### config.mk
export PLATFORM = sky130hd
export DESIGN_NAME = msrv32_integer_file
export DESIGN_NICKNAME = d
export VERILOG_FILES = /design/src/rtl/msrv32_integer_file.sv
export SDC_FILE = /design/constraint.sdc
export NUM_CORES = 2
export LEC_CHECK = 0
export CORE_MARGIN = 5
export CORE_UTILIZATION = 45
export DETAILED_ROUTE_END_ITERATION = 16
export GPL_TIMING_DRIVEN = 1
export PLACE_DENSITY = 0.69
export RECOVER_POWER = 25
export SETUP_SLACK_MARGIN = 0.2
export SYNTH_ARGS = -nofsm -noshare
export SYNTH_HDL_FRONTEND = slang
export SYNTH_SLANG_ARGS = --single-unit
export TNS_END_PERCENT = 5
### constraint.sdc
create_clock -name ms_riscv32_mp_clk_in -period 3.2 [get_ports ms_riscv32_mp_clk_in]
set_input_delay 0.8 -clock ms_riscv32_mp_clk_in [delete_from_list [all_inputs] [get_ports ms_riscv32_mp_clk_in]]
set_output_delay 0.8 -clock ms_riscv32_mp_clk_in [all_outputs]
set_load 0.05 [all_outputs]
### src/rtl/msrv32_integer_file.sv
// msrv32_integer_file
// RV32I general-purpose register file: x1..x31 storage, x0 hardwired to zero.
// Two combinational read ports with write-through bypass, one synchronous write port.
module msrv32_integer_file #(
  parameter int XLEN = 32
) (
  input  logic            ms_riscv32_mp_clk_in,
  input  logic            ms_riscv32_mp_rst_n_in,
  input  logic [4:0]      rs_1_addr_in,
  input  logic [4:0]      rs_2_addr_in,
  input  logic [4:0]      rd_addr_in,
  input  logic            wr_en_in,
  input  logic [XLEN-1:0] rd_in,
  output logic [XLEN-1:0] rs_1_out,
  output logic [XLEN-1:0] rs_2_out
);

  // Storage exists only for x1..x31; address 0 never reaches the array.
  logic [XLEN-1:0] r_regs [31:1];

  logic            w_wr_valid;
  logic            w_bypass_1;
  logic            w_bypass_2;
  logic [XLEN-1:0] w_rs_1;
  logic [XLEN-1:0] w_rs_2;

  // A write is effective only when enabled and not aimed at x0.
  assign w_wr_valid = wr_en_in && (rd_addr_in != 5'd0);

  // Bypass is suppressed while reset is held so both ports read zero.
  assign w_bypass_1 = w_wr_valid && ms_riscv32_mp_rst_n_in && (rd_addr_in == rs_1_addr_in);
  assign w_bypass_2 = w_wr_valid && ms_riscv32_mp_rst_n_in && (rd_addr_in == rs_2_addr_in);

  // Register array update: async clear, otherwise commit the write-back result.
  always_ff @(posedge ms_riscv32_mp_clk_in or negedge ms_riscv32_mp_rst_n_in) begin
    if (!ms_riscv32_mp_rst_n_in) begin
      for (int i = 1; i < 32; i++) begin
        r_regs[i] <= '0;
      end
    end else if (w_wr_valid) begin
      r_regs[rd_addr_in] <= rd_in;
    end
  end

  // Read port 1: x0 reads zero, then bypass of the in-flight write, then storage.
  always_comb begin
    w_rs_1 = '0;
    if (rs_1_addr_in == 5'd0) begin
      w_rs_1 = '0;
    end else if (w_bypass_1) begin
      w_rs_1 = rd_in;
    end else begin
      w_rs_1 = r_regs[rs_1_addr_in];
    end
  end

  // Read port 2: same priority as port 1, fully independent of it.
  always_comb begin
    w_rs_2 = '0;
    if (rs_2_addr_in == 5'd0) begin
      w_rs_2 = '0;
    end else if (w_bypass_2) begin
      w_rs_2 = rd_in;
    end else begin
      w_rs_2 = r_regs[rs_2_addr_in];
    end
  end

  assign rs_1_out = w_rs_1;
  assign rs_2_out = w_rs_2;

endmodule

==> impl_metrics.env <==
export IMPL_worstSetupEndpointType="primary output"
export IMPL_reg2reg_from="r_regs[524]"
export IMPL_syn_nets=4513
export IMPL_cts_tree="built"
export IMPL_cts_hold_buf=0
export IMPL_cts_htree_levels=3
export IMPL_tns_ns=-29.03
export IMPL_synthesis_area_um2=55400
export IMPL_clock_skew_ns=0
export IMPL_power_per_cell_area_nw_per_um2=570
export IMPL_yosys_cell_types_count=53
export IMPL_synth_warnings=0
export IMPL_placed_cells=6352
export IMPL_largest_registers="r_regs: 992 flops"
export IMPL_synthAdderAreaFrac_pct=0
export IMPL_cpPeakStageDelay_ns=0.49
export IMPL_die_y_um=361
export IMPL_insertion_delay_ns=0.69
export IMPL_grt_ovfl_total=0
export IMPL_rsz0062_at_grt="yes"
export IMPL_synthArstFlopShare_pct=100
export IMPL_layout_drive_gt1_share_pct=49.6
export IMPL_vias=42100
export IMPL_status="finished, violations left"
export IMPL_post_drt_wl_per_cell_um=29.1
export IMPL_largest_reg_flops=992
export IMPL_postSynthAreaPerCell_um2=12.4
export IMPL_areaGrowthSynthToFinish_pct=26.5
export IMPL_wl_um=192000
export IMPL_gp_congestion=0.928
export IMPL_ys_ff_latch=992
export IMPL_cap_violations=0
export IMPL_netlist_instances=4463
export IMPL_min_path_cells=1
export IMPL_initial_core_util_pct=45.4
export IMPL_hold_start="r_regs[622]"
export IMPL_vias_per_cell=6.38
export IMPL_post_route_util_pct=57.5
export IMPL_peakVddDrop_uv=546
export IMPL_setup_viol=64
export IMPL_hold_viol=0
export IMPL_drv_slew=0
export IMPL_rrSetupSlack_ns=2.36
export IMPL_synth_top_area_cell="dfrtp_1"
export IMPL_detail_route_antenna_nets=0
export IMPL_grt_pass1_wl_um=282000
export IMPL_fmax_mhz=267
export IMPL_nFillCells=9715
export IMPL_relSlewSlack_pct=2.15
export IMPL_synth_top_area_share_pct=44.8
export IMPL_worst_slack_ns=-0.548
export IMPL_synth_area_top_cells="dfrtp_1 45%, mux2_2 24%, mux2i_1 11%"
export IMPL_regMostFlops="r_regs"
export IMPL_synth_simple_area_share_pct=4.34
export IMPL_critPathLaunchType="input port"
export IMPL_violations="setup timing"
export IMPL_ys_flop_type="dfrtp_1"
export IMPL_port_buffers=113
export IMPL_cp_slowest_cell="or3b_4"
export IMPL_synth_top_family_by_area="multiplexers"
export IMPL_ff2ff_path_depth=1
export IMPL_insertedDiodeCount=0
export IMPL_period_share_pct=117
export IMPL_cts_root_buffer="clkbuf_16"
export IMPL_die_area_um2=130000
export IMPL_cts_sinks=992
export IMPL_cp_arrival_ns=2.95
export IMPL_numCtsBuffers=102
export IMPL_route_detailed_drc=0
export IMPL_grt_max_degree=181
export IMPL_yosys_top_cells_count="1,173 x mux2_2, 992 x dfrtp_1, 600 x mux2i_1, 245 x a22oi_1, 228 x clkbuf_1"
export IMPL_layout_nets=4942
export IMPL_finalPower_mw=40.0
export IMPL_core_area_um2=122000
export IMPL_hold_path_class="register to register"
export IMPL_instances_no_fill=6598
export IMPL_grt_pass1_vias=43300
export IMPL_synthMuxAreaShare_pct=37.7
export IMPL_clk_pin_slew_ns=0.06
export IMPL_tightest_slew_ns=1.47
export IMPL_path_max_fanout=6
export IMPL_hold_ws_ns=0.506
export IMPL_die_width_um=361
export IMPL_crit_required_ns=2.40
export IMPL_synth_compound_area_share_pct=8.91
export IMPL_floorplan_rows=128
export IMPL_p_leak_nw=31.2
export IMPL_synth_edf_count=0
export IMPL_critical_path_class="input port to primary output"
export IMPL_drt_iter0_drc=4234
export IMPL_synth_most_common_cell="mux2_2"
export IMPL_cts_buffer_depth=3
export IMPL_min_to="r_regs[622]"
export IMPL_synth_xor_area_share_pct=0.158
export IMPL_crit_chain="clkdlybuf4s25_1 -> nor3_2 -> a21o_4 -> buf_4 -> or3b_4 -> and4_1 -> a221oi_4 -> buf_4 -> buf_12"
export IMPL_yosysSeqAreaShare_pct=44.8
export IMPL_drtPass1Iterations=6
export IMPL_cp_common_cell="buf_4"
export IMPL_r2r_end="r_regs[524]"
export IMPL_period_minus_slack_ns=3.75
export IMPL_ios=114
export IMPL_antenna_found_initial=0
export IMPL_grt_use_total_pct=28.2
export IMPL_dp_hpwl_um=125000
kinds of logic (layout without fill, tap and decap cells):
kind of cell    after synthesis  count (layout)
xor+xnor                     10              10
simple gates                464             465
buf+inv                     473             982
mux                        1854            1854
compound gates              670             670
flops                       992             992
layout make-up:
type	instances	area [µm²]	area share [%]
clock buffers	150	3030	4.32
clock inverters	35	484	0.690
multi-input cells	2999	30500	43.5
flip-flops and latches	992	24800	35.4
well taps	1625	2030	2.90
repair buffers	797	9230	13.2
worst max-delay path, delay by kind of cell:
kind	cells	cell delay (ns)
buffers and inverters	4	0.88
and+or+nand+nor	3	0.78
AOI/OAI and AO/OA	2	0.48
cells in the final DEF (no fill, tap or decap), types with 36 or more instances in the layout:
cell type / instances
a22oi_1: 220
nand3_1: 82
nor2b_1: 63
dfrtp_1: 992
nor3_1: 40
mux2_2: 1173
a21oi_1: 60
o22ai_1: 55
a211oi_1: 36
a221oi_1: 51
mux4_2: 70
buf_4: 471
clkbuf_16: 113
nor2_1: 37
nand2_1: 97
buf_12: 203
mux2i_1: 594
power breakdown:
| part | total (mW) | internal [mW] | switching [mW] |
|---|---|---|---|
| clock | 12.8 | 7.48 | 5.28 |
| combinational | 10.3 | 5.53 | 4.82 |
| sequential | 16.9 | 15.0 | 1.88 |
through the flow:
step / cell area [µm²] / worst slack [ns]
after floorplan: 56200 / -0.105
after global placement: 64600 / -0.859
after detailed placement: 64600 / -0.849
after CTS: 69100 / -0.514
after global routing: 70100 / -0.578
final: 70100 / -0.548
metal layers:
| layer | vias to the layer above | track usage (%) | share of wire, % |
|---|---|---|---|
| li1 | 17700 | - | - |
| met4 | 0 | 14.2 | 5.7 |
| met3 | 491 | 6.12 | 7.9 |
| met1 | 22100 | 36.9 | 40 |
| met2 | 1841 | 44.5 | 46 |
| met5 | - | 0 | 0 |
worst max-delay path by stage:
stage	depth (start not counted)	start	endpoint	slack (ns)
floorplan	7	rd_addr_in[3]	rs_1_out[11]	-0.11
global placement	9	rs_1_addr_in[3]	rs_1_out[26]	-0.86
detailed placement	9	rs_1_addr_in[3]	rs_1_out[15]	-0.85
global route	10	rd_addr_in[1]	rs_2_out[21]	-0.58
CTS	9	rs_1_addr_in[0]	rs_1_out[26]	-0.51
finish	9	rd_addr_in[2]	rs_1_out[18]	-0.55
timing repair:
item	CTS	global route
setup buffers	9	40
setup endpoints to repair	64	64
cloned	4	8
resized for setup	193	127
pin swaps	23	34
(Power assumes the default switching activity.)
